==> src/rtl/xor_stream_descrambler.sv <==
// Descrambles a 16-bit word stream by XOR with a locally regenerated LFSR keystream.
// Single-entry output register with valid/ready handshakes on both sides.
module xor_stream_descrambler #(
    parameter logic [15:0] DEFAULT_SEED = 16'hACE1,
    parameter int          COUNT_WIDTH  = 16
) (
    input  logic                   clk,
    input  logic                   reset_n,
    input  logic                   seed_load,
    input  logic [15:0]            seed,
    input  logic                   in_valid,
    output logic                   in_ready,
    input  logic [15:0]            in_data,
    output logic                   out_valid,
    input  logic                   out_ready,
    output logic [15:0]            out_data,
    output logic                   busy,
    output logic [COUNT_WIDTH-1:0] word_count
);

    typedef enum logic {
        IDLE = 1'b0,
        RUN  = 1'b1
    } state_t;

    state_t      state;
    logic [15:0] lfsr;
    logic        accept;

    // Fibonacci LFSR step for x^16+x^14+x^13+x^11+1.
    function automatic logic [15:0] lfsr_next(input logic [15:0] s);
        return {s[14:0], s[15] ^ s[13] ^ s[12] ^ s[10]};
    endfunction

    function automatic logic [15:0] xor16(input logic [15:0] a, input logic [15:0] b);
        return a ^ b;
    endfunction

    function automatic logic [15:0] seed_fix(input logic [15:0] s);
        return (s == 16'h0000) ? DEFAULT_SEED : s;
    endfunction

    // A word may enter when the output slot is empty or drains this same cycle.
    assign in_ready = (state == RUN) && !seed_load && (!out_valid || out_ready);
    assign accept   = in_valid && in_ready;
    assign busy     = (state == RUN);

    always_ff @(posedge clk) begin
        if (!reset_n) begin
            state      <= IDLE;
            lfsr       <= DEFAULT_SEED;
            out_valid  <= 1'b0;
            out_data   <= 16'h0000;
            word_count <= '0;
        end else if (seed_load) begin
            state      <= RUN;
            lfsr       <= seed_fix(seed);
            out_valid  <= 1'b0;
            word_count <= '0;
        end else if (accept) begin
            out_data   <= xor16(in_data, lfsr);
            out_valid  <= 1'b1;
            lfsr       <= lfsr_next(lfsr);
            word_count <= word_count + COUNT_WIDTH'(1);
        end else if (out_valid && out_ready) begin
            out_valid  <= 1'b0;
        end
    end

endmodule

==> config.mk <==
export PLATFORM = sky130hd
export DESIGN_NAME = xor_stream_descrambler
export DESIGN_NICKNAME = d
export VERILOG_FILES = /design/src/rtl/xor_stream_descrambler.sv
export SDC_FILE = /design/constraint.sdc
export NUM_CORES = 1
export LEC_CHECK = 0
export BUFFER_PORTS_ARGS = -buffer_cell sky130_fd_sc_hd__buf_2
export CORE_ASPECT_RATIO = 1.5
export CORE_MARGIN = 2
export CORE_UTILIZATION = 40
export CTS_BUF_LIST = sky130_fd_sc_hd__clkbuf_16
export CTS_CLUSTER_SIZE = 10
export DETAILED_ROUTE_END_ITERATION = 16
export HOLD_SLACK_MARGIN = 0.03
export PLACE_DENSITY = 0.73
export SLEW_MARGIN = 30
export SYNTH_ARGS = -nofsm -noshare
export SYNTH_HDL_FRONTEND = slang
export SYNTH_SLANG_ARGS = --single-unit
==> constraint.sdc <==
create_clock -name clk -period 4.85 [get_ports clk]
set_input_delay 0.2425 -clock clk [delete_from_list [all_inputs] [get_ports clk]]
set_output_delay 0.2425 -clock clk [all_outputs]
set_load 0.005 [all_outputs]
== After elaboration in Yosys (flattened, before gate mapping) ==
Index checks and enable logic that the tools add are counted.

* Word-level logic and storage cells: 29
* Output and inout bits: 35
* Flip-flop bits (word level): 50
* Input port bits: 37

* Bitwise operators: 6
* Reduce and logical (&&, ||, !) cells: 12
* Muxes and demuxes: 5
* $add $sub $neg: 1

{| class="wikitable"
|+ Operators by type and width
! operator !! number
|-
| $mux W16 || 3
|-
| $add A16 B1 Y16 const B || 1
|-
| $logic_not A16 Y1 || 1
|-
| $xor A16 B16 Y16 || 1
|-
| $logic_and A1 B1 Y1 || 4
|-
| $reduce_bool A2 Y1 || 2
|-
| $xor A1 B1 Y1 || 3
|-
| $logic_not A1 Y1 || 2
|-
| $mux W1 || 2
|-
| $not A1 Y1 || 2
|-
| $reduce_and A2 Y1 || 1
|-
| $reduce_or A2 Y1 || 1
|-
| $logic_or A1 B1 Y1 || 1
|}

== Logic depth before layout (Yosys ltp) ==
Gate-level depths: netlist of the first run.

* Depth in word-level cells: 6
* Gate-level depth with buffers: 7
* Gate-level depth less buffers: 5

== Worst setup path after synthesis of the first run ==
Ideal clock, no wire load.

* Kind: register to register
* From: register out_valid
* To: register word_count[13]
* Slack: 2.980 ns
* Arrival: 1.800 ns
* Library setup time: 0.071 ns
* Path buffers: 2
* Clock period less this slack: 1.870 ns
* Stages on the path, launching flop included: 7
* Required time: 4.779 ns
* Path through: dfxtp_1 nor2b_1 buf_6 or4_4 buf_6 or4_1 a21oi_1

* Longest elaborated chain between the ends: 4

{| class="wikitable"
|+ RTL lines
! item !! RTL line !! source
|-
| from (decl) || 14 || <nowiki>output logic out_valid,</nowiki>
|-
| from (signal assigned) || 52 || <nowiki>out_valid <= 1'b0;</nowiki>
|-
| from (signal assigned) || 58 || <nowiki>out_valid <= 1'b0;</nowiki>
|-
| from (signal assigned) || 62 || <nowiki>out_valid <= 1'b1;</nowiki>
|-
| $logic_not A1 Y1 || 44 || <nowiki>assign in_ready = (state == RUN) && !seed_load && (!out_valid || out_ready);</nowiki>
|-
| $logic_or A1 B1 Y1 || 44 ||
|-
| $logic_and A1 B1 Y1 || 44 ||
|-
| $logic_and A1 B1 Y1 || 45 || <nowiki>assign accept = in_valid && in_ready;</nowiki>
|-
| to (signal assigned) || 64 || <nowiki>word_count <= word_count + COUNT_WIDTH'(1);</nowiki>
|-
| to (decl) || 18 || <nowiki>output logic [COUNT_WIDTH-1:0] word_count</nowiki>
|}

No other way between the ends.
A chain may end at the register's enable or synchronous reset.

== Final worst setup path of the first run ==
* From: register word_count[0]
* To: register word_count[10]

* Longest elaborated chain between the ends: 1

{| class="wikitable"
|+ RTL lines
! item !! RTL line
|-
| $add A16 B1 Y16 || 64
|}

No other way between the ends.

==> flow_metrics.tcl, run 1 <==
set metrics [dict create \
    post-route-min-period_ns 2.00 \
    num_antenna_cells 0 \
    worst_setup_path_end_kind "register" \
    clock_path_buffers 2 \
    grt_max_degree 55 \
    cp.depth 5 \
    clock_latency_ns 0.28 \
    vdd_drop_max_v 0.000212 \
    synth_top_flop_cell "dfxtp_1" \
    drv_slew 0 \
    p_leak_nw 1.28 \
    synth_seq_area_share_pct 42.6 \
    hold_viol 0 \
    fin_nets 357 \
    io_buffers 71 \
    syn-num-nets 297 \
    routedWlPerCell_um 13.6 \
    start_kind "register" \
    cpPeakStageDelay_ns 0.54 \
    worstSetupPathType "register to register" \
    synthArstFlopShare_pct 0 \
    postCtsSetupBuffers 0 \
    layout_common_cells "71 x buf_2, 50 x dfxtp_1, 36 x nand2_1" \
    num_vias 2128 \
    power_density_nw_per_um2 303 \
    antenna_found_initial 0 \
    syn-cell-area_um2 2350 \
    core_area_um2 5740 \
    fillers 573 \
    synth_edf_count 0 \
    crit_fanout 8 \
    grt_pass1_vias 1953 \
    rows 34 \
    crit_buf_inv 0 \
    final_common_cell "buf_2" \
    cts_hold_buf 0 \
    crit_top_cell "or4_1" \
    fmax_mhz 501 \
    synthCells 259 \
    whs_path_depth 3 \
    cts-root-buf "clkbuf_16" \
    drc 0 \
    drive_above_1_share_pct 25.3 \
    min_path_type "input port to register" \
    arrival_ns 2.21 \
    ctsResizeCount 0 \
    fin_worst_skew_ns 0.00305 \
    dr.pass1.iters 4 \
    area_delta_synth_final_pct 21.5 \
    setup_violations 0 \
    yosysUniqueCellTypes 36 \
    clock-sinks 50 \
    grt_setup_unrepaired "no" \
    post-place-ws_ns 2.81 \
    die_area_um2 6510 \
    max_cap_viol_count 0 \
    gp_congestion 0.867 \
    status "finished clean" \
    wl_mm 5.34 \
    avgSynthCellArea_um2 9.07 \
    grt.overflow.total 0 \
    slew_headroom_pct 46.6 \
    drtIter0Drc 81 \
    reg2reg_depth 5 \
    crit_chain "ha_1, nand4_1, or4_1, or4_1, a21oi_1" \
    setup_ws_ns 2.85 \
    viasPerCell 5.43 \
    crit_required_ns 5.06 \
    grt_first_pass_wirelength_mm 8.62 \
    period_share_pct 41.2 \
    die_h_um 97.8 \
    htreeDepth 2 \
    start_util_pct 40.9 \
    die_x_um 66.6 \
    ant_nets 0 \
    setup_tns_ns 0 \
    cts_made_buffers 5 \
    dpl.hpwl_mm 3.80 \
    ys_ff_latch 50 \
    yosysWarningCount 0 \
    rrSetupSlack_ns 2.85 \
    grt_usage_pct 16.6 \
    crit_family "simple AND/OR/NAND/NOR gates" \
    crit_path_top_delay_cell "or4_1" \
    tritoncts "built" \
    clk_pin_slew_worst_paths_ns 0.06 \
    worst_slew_pin_slew_ns 0.797 \
    pin_count 72 \
]
==> final timing paths <==
kind,from,to
worst max register to register,word_count[0],word_count[10]
worst min register to register,word_count[15],word_count[15]
worst max-delay path,word_count[0],word_count[10]
worst min-delay path,seed[0],lfsr[0]
==> metal layers <==
metal / up-vias / routed length [um] / track usage [%]
met3: 19 / 257 / 3.92
met5: - / 0 / 0
met2: 66 / 2550 / 25.6
met4: 0 / 210 / 10.5
li1: 1061 / - / -
met1: 982 / 2320 / 20.2
==> cell type report <==
| type | count | area (um^2) | share of cell area, % |
|---|---|---|---|
| Inverter | 3 | 11.3 | 0.395 |
| Clock buffer | 5 | 125 | 4.39 |
| Tap cell | 72 | 90.1 | 3.16 |
| Sequential cell | 50 | 1000 | 35.1 |
| Timing Repair Buffer | 72 | 363 | 12.7 |
| Multi-Input combinational cell | 187 | 1250 | 43.7 |
| Clock inverter | 3 | 16.3 | 0.570 |
==> worst reg2reg max path: stages (launching register included) <==
cell and delay, ns:
dfxtp_1 0.39, ha_1 0.24, nand4_1 0.10, or4_1 0.54, or4_1 0.51, a21oi_1 0.14
==> where the power goes <==
part	internal, mW	switching, mW	total, mW
registers	0.427	0.0144	0.441
clock network	0.189	0.147	0.336
logic	0.0454	0.0424	0.0878
==> through the flow <==
stage	instance area, um^2	power [mW]	cells	util [%]	hold slack (ns)
2_1_floorplan	2350	0.504	259	-	0.394
3_5_place_dp	2710	0.539	384	47.2	0.467
4_1_cts	2850	0.876	392	49.7	0.231
5_1_grt	2850	0.898	392	49.7	0.252
6_report	2850	0.865	392	49.7	0.235
3_3_place_gp	2710	0.537	384	47.2	0.464
==> cells in the mapped netlist (3+ instances only) <==
master	count	area, um^2
a21boi_0	8	60.1
a21oi_1	12	60.1
a22oi_1	8	60.1
buf_6	3	33.8
clkbuf_1	13	48.8
dfxtp_1	50	1000
inv_1	3	11.3
mux2i_1	3	30.0
nand2_1	36	135
nand2b_1	7	43.8
nand3_1	8	40.0
nor2_1	8	30.0
nor4_1	6	37.5
o2111ai_1	6	52.6
o211a_1	16	160
o21ai_0	8	40.0
o31ai_1	8	60.1
or4_1	10	75.1
xnor2_1	22	193
==> cells by family after synthesis <==
group                    count (synthesis)  synth area share, %
buffers and inverters                   22                 4.53
AO/OA/AOI/OAI                           68                 21.6
AND/OR/NAND/NOR                         91                 20.5
XOR/XNOR                                24                 8.95
adder cells (fa/ha/maj)                  1                0.533
flip-flops                              50                 42.6
multiplexers                             3                 1.28
==> state kept, by name, summed over array words and instances (netlist names) <==
signal and flops:
out_data 16, busy 1, out_valid 1, word_count 16, lfsr 16
Power figures use the tool's default switching activity.
==> run 2: changes to the inputs <==
--- a/config.mk
+++ b/config.mk
@@ -13,7 +13,7 @@
 export CTS_CLUSTER_SIZE = 10
 export DETAILED_ROUTE_END_ITERATION = 16
 export HOLD_SLACK_MARGIN = 0.03
-export PLACE_DENSITY = 0.73
+export PLACE_DENSITY = 0.75
 export SLEW_MARGIN = 30
 export SYNTH_ARGS = -nofsm -noshare
 export SYNTH_HDL_FRONTEND = slang
==> constraint.sdc (replaced) <==
create_clock -name clk -period 1.8 [get_ports clk]
set_input_delay 0.09 -clock clk [delete_from_list [all_inputs] [get_ports clk]]
set_output_delay 0.09 -clock clk [all_outputs]
set_load 0.005 [all_outputs]
==> flow_metrics.tcl, run 2 (synthesis gave the netlist of run 1 again) <==
set metrics [dict create \
    reg.largest.list "lfsr x16, out_data x16, word_count x16" \
    cts_hold_buf 0 \
    num_antenna_cells 0 \
    io_buffers 71 \
    ant_nets 0 \
    vdd_drop_max_v 0.000495 \
    grt_pass1_vias 2038 \
    crit_required_ns 2.01 \
    crit_path_top_delay_cell "or4_4" \
    viasPerCell 5.43 \
    clk_pin_slew_worst_paths_ns 0.06 \
    die_x_um 66.6 \
    start_kind "register" \
    cts_made_buffers 5 \
    p_switching_mw 0.555 \
    hold_viol 0 \
    layout_common_cells "71 x buf_2, 46 x dfxtp_1, 36 x nand2_1" \
    combinationalPowerShare_pct 10.8 \
    clock-sinks 50 \
    grt.overflow.total 0 \
    slew_headroom_pct 56.5 \
    crit_fanout 7 \
    drive_above_1_share_pct 30.0 \
    status "finished clean" \
    period_share_pct 96.4 \
    tritoncts "built" \
    crit_top_cell "or4_4" \
    cpPeakStageDelay_ns 0.54 \
    routedWlPerCell_um 14.2 \
    clock_path_buffers 2 \
    num_vias 2181 \
    placed_area_um2 2820 \
    wl_mm 5.69 \
    final_common_cell "buf_2" \
    gp_congestion 0.747 \
    dr.pass1.iters 4 \
    core_area_um2 5740 \
    setup_violations 0 \
    finalInstanceArea_um2 2980 \
    fin_worst_skew_ns 0.00401 \
    p_leak_nw 1.34 \
    swShare_pct 23.7 \
    antenna_found_initial 0 \
    p_seq_share_pct 50.7 \
    fmax_mhz 576 \
    drc 0 \
    drtIter0Drc 148 \
    power_density_nw_per_um2 786 \
    fin_nets 367 \
    post-route-min-period_ns 1.74 \
    rows 34 \
    worst_setup_path_end_kind "register" \
    cts-root-buf "clkbuf_16" \
    max_cap_viol_count 0 \
    grt_max_degree 55 \
    grt_first_pass_wirelength_mm 9.38 \
    area_delta_synth_final_pct 26.7 \
    power.share.clock_pct 38.4 \
    clock_latency_ns 0.29 \
    htreeDepth 2 \
    arrival_ns 1.95 \
    min_path_type "input port to register" \
    die_area_um2 6510 \
    grt_usage_pct 18.1 \
    dpl.hpwl_mm 4.13 \
    drv_slew 0 \
    worst_slew_pin_slew_ns 0.652 \
    setup_tns_ns 0 \
    start_util_pct 40.9 \
    p_int_mw 1.78 \
    pin_count 72 \
    worstSetupPathType "register to register" \
    grt_setup_unrepaired "yes" \
    die_h_um 97.8 \
    crit_chain "nand3_1, or4_4, or4_4, a21oi_1" \
]
[run 2: cell type report]
cell class	instances	area (um^2)
sequential	50	1010
clock inverter	3	12.5
timing repair buffer	81	443
multi-input combinational	188	1280
clock buffer	5	125
tap	72	90.1
inverter	3	11.3
fill	576	2770
[run 2: what timing repair did]
| action | CTS | global route |
|---|---|---|
| gates resized for setup | 0 | 4 |
| pin swaps | 1 | 0 |
| endpoints found under the setup margin | 1 | 4 |
| gates cloned | 0 | 1 |
| buffers inserted | 0 | 0 |
[run 2: worst paths after layout]
| kind | start | end | slack (ns) | cells after the start |
|---|---|---|---|---|
| max | word_count[1] | word_count[15] | 0.06 | 4 |
| min | seed[15] | lfsr[15] | 0.08 | 3 |
| max reg2reg | word_count[1] | word_count[15] | 0.06 | 4 |
| min reg2reg | word_count[15] | word_count[15] | 0.49 | 2 |
[run 2: power by group through the flow]
stage	logic [mW]	registers [mW]	clock network, mW
after floorplan	0.150	1.21	0
after global placement	0.248	1.21	0
after detailed placement	0.254	1.22	0
after CTS	0.255	1.19	0.922
after global routing	0.281	1.19	0.974
final	0.254	1.19	0.899
[run 2: layer usage]
| layer | vias to the layer above | share of wire [%] | track usage, % |
|---|---|---|---|
| li1 | 1081 | - | - |
| met1 | 1017 | 42 | 22.4 |
| met2 | 70 | 51 | 30.5 |
| met3 | 13 | 4.4 | 3.46 |
| met4 | 0 | 2.5 | 7.06 |
| met5 | - | 0 | 0 |
[run 2: worst max-delay path: cells and delay by family, from the launching register on]
kind             cells  cell delay [ns]
AND/OR/NAND/NOR      3             1.16
flip-flops           1             0.37
AO/OA/AOI/OAI        1             0.14
[run 2: per-stage QoR]
stage                     setup slack [ns]  hold WS (ns)  power, mW  std cells  util [%]
after floorplan                   0.000295         0.241       1.36        259         -
after global placement              0.0367         0.365       1.46        393      49.1
after detailed placement           0.00659         0.368       1.47        393      49.1
after CTS                           0.0102        0.0715       2.37        401      51.5
after global routing               0.00790         0.104       2.45        402      51.8
final                               0.0639        0.0777       2.34        402      51.8
==> run 3: changes to the inputs <==
--- a/config.mk
+++ b/config.mk
@@ -5,7 +5,7 @@
 export SDC_FILE = /design/constraint.sdc
 export NUM_CORES = 1
 export LEC_CHECK = 0
-export BUFFER_PORTS_ARGS = -buffer_cell sky130_fd_sc_hd__buf_2
+export BUFFER_PORTS_ARGS = -buffer_cell sky130_fd_sc_hd__clkbuf_2
 export CORE_ASPECT_RATIO = 1.5
 export CORE_MARGIN = 2
 export CORE_UTILIZATION = 40
==> flow_metrics.tcl, run 3 (synthesis gave the netlist of run 1 again) <==
set metrics [dict create \
    grt_usage_pct 18.3 \
    area_delta_synth_final_pct 28.0 \
    wl_mm 5.91 \
    io_buffers 71 \
    place_inst 393 \
    cts_made_buffers 5 \
    fmax_mhz 562 \
    postLayoutCoreUtil_pct 52.4 \
    worst_slew_pin_slew_ns 0.722 \
    period_share_pct 98.8 \
    grt_pass1_vias 2054 \
    rows 34 \
    setup_ws_ns 0.0209 \
    total_power_mw 2.35 \
    status "finished clean" \
    post-route-min-period_ns 1.78 \
    arrival_ns 1.99 \
    swShare_pct 24.0 \
    start_util_pct 40.9 \
    p_int_mw 1.78 \
    grt.overflow.total 0 \
    grt_max_degree 58 \
    grt_setup_unrepaired "yes" \
    tritoncts "built" \
    grt_first_pass_wirelength_mm 9.47 \
    gp_congestion 0.775 \
    layout_common_cells "71 x clkbuf_2, 46 x dfxtp_1, 36 x nand2_1" \
    finalInstanceArea_um2 3010 \
    cts-root-buf "clkbuf_16" \
    reg.largest.list "lfsr x16, out_data x16, word_count x16" \
    p_seq_share_pct 50.6 \
    antenna_found_initial 0 \
    die_area_um2 6510 \
    pin_count 72 \
    wl_met3_um 301 \
    post-place-ws_ns 0.0163 \
    num_antenna_cells 0 \
    dpl.hpwl_mm 4.17 \
    instances_no_fill 401 \
    drv_slew 0 \
    num_vias 2182 \
    crit_required_ns 2.01 \
    die_h_um 97.8 \
    clk_pin_slew_worst_paths_ns 0.07 \
    met2_length_mm 3.11 \
    drive_above_1_share_pct 31.6 \
    power_density_nw_per_um2 780 \
    clock-sinks 50 \
    vdd_drop_max_v 0.000522 \
    final_common_cell "clkbuf_2" \
    route.layer.met1.wl_mm 2.43 \
    p_switching_mw 0.563 \
    postCtsSetupBuffers 0 \
    hold_viol 0 \
    worstSetupPathType "register to register" \
    ant_nets 0 \
    start_kind "register" \
    dr.pass1.iters 4 \
    clock_path_buffers 2 \
    viasPerCell 5.44 \
    crit_fanout 6 \
    fin_worst_skew_ns 0.00431 \
    drc 0 \
    routedWlPerCell_um 14.7 \
    core_area_um2 5740 \
    combinationalPowerShare_pct 10.8 \
    power.share.clock_pct 38.5 \
    whs_ns 0.0861 \
    cts_hold_buf 0 \
    fin_nets 367 \
    placed_area_um2 2820 \
    die_x_um 66.6 \
    setup_tns_ns 0 \
    min_path_type "input port to register" \
    slew_headroom_pct 51.9 \
    clock_latency_ns 0.29 \
    max_cap_viol_count 0 \
    worst_setup_path_end_kind "register" \
    top_layer_used "met4" \
    drtIter0Drc 133 \
    setup_violations 0 \
    htreeDepth 2 \
    p_leak_nw 1.31 \
]
-- run 3: final cells by class --
type                            instances  area (um^2)
Sequential cell                        50         1010
Multi-Input combinational cell        188         1320
Inverter                                3         11.3
Timing Repair Buffer                   81          443
Tap cell                               72         90.1
Clock inverter                          2         11.3
Clock buffer                            5          125
Fill cell                             556         2740
-- run 3: worst paths after layout --
path | from | endpoint | slack (ns) | cells after the start
min | seed[0] | lfsr[0] | 0.09 | 3
min reg2reg | out_data[11] | out_data[11] | 0.50 | 1
max reg2reg | word_count[2] | word_count[15] | 0.02 | 4
max | word_count[2] | word_count[15] | 0.02 | 4
-- run 3: worst max-delay path: stages (launching register included) --
cell and delay [ns]:
dfxtp_1 0.37, nand3_4 0.09, or4_4 0.56, or4_4 0.54
a21oi_2 0.14
-- run 3: power groups by stage --
stage	registers [mW]	logic [mW]	clock network [mW]
floorplan	1.21	0.150	0
global placement	1.21	0.247	0
detailed placement	1.22	0.254	0
CTS	1.19	0.255	0.931
global route	1.19	0.282	0.976
finish	1.19	0.254	0.904
-- run 3: repair_timing --
action                                  in CTS  in global routing
gates resized for setup                      0                 11
endpoints found under the setup margin       1                  8
pin swaps                                    1                  1
cloned                                       0                  1
-- run 3: routing by layer --
metal	track usage (%)	vias up
met1	23.2	1038
met4	6.12	0
li1	-	1084
met5	0	-
met2	30.2	56
met3	4.38	4
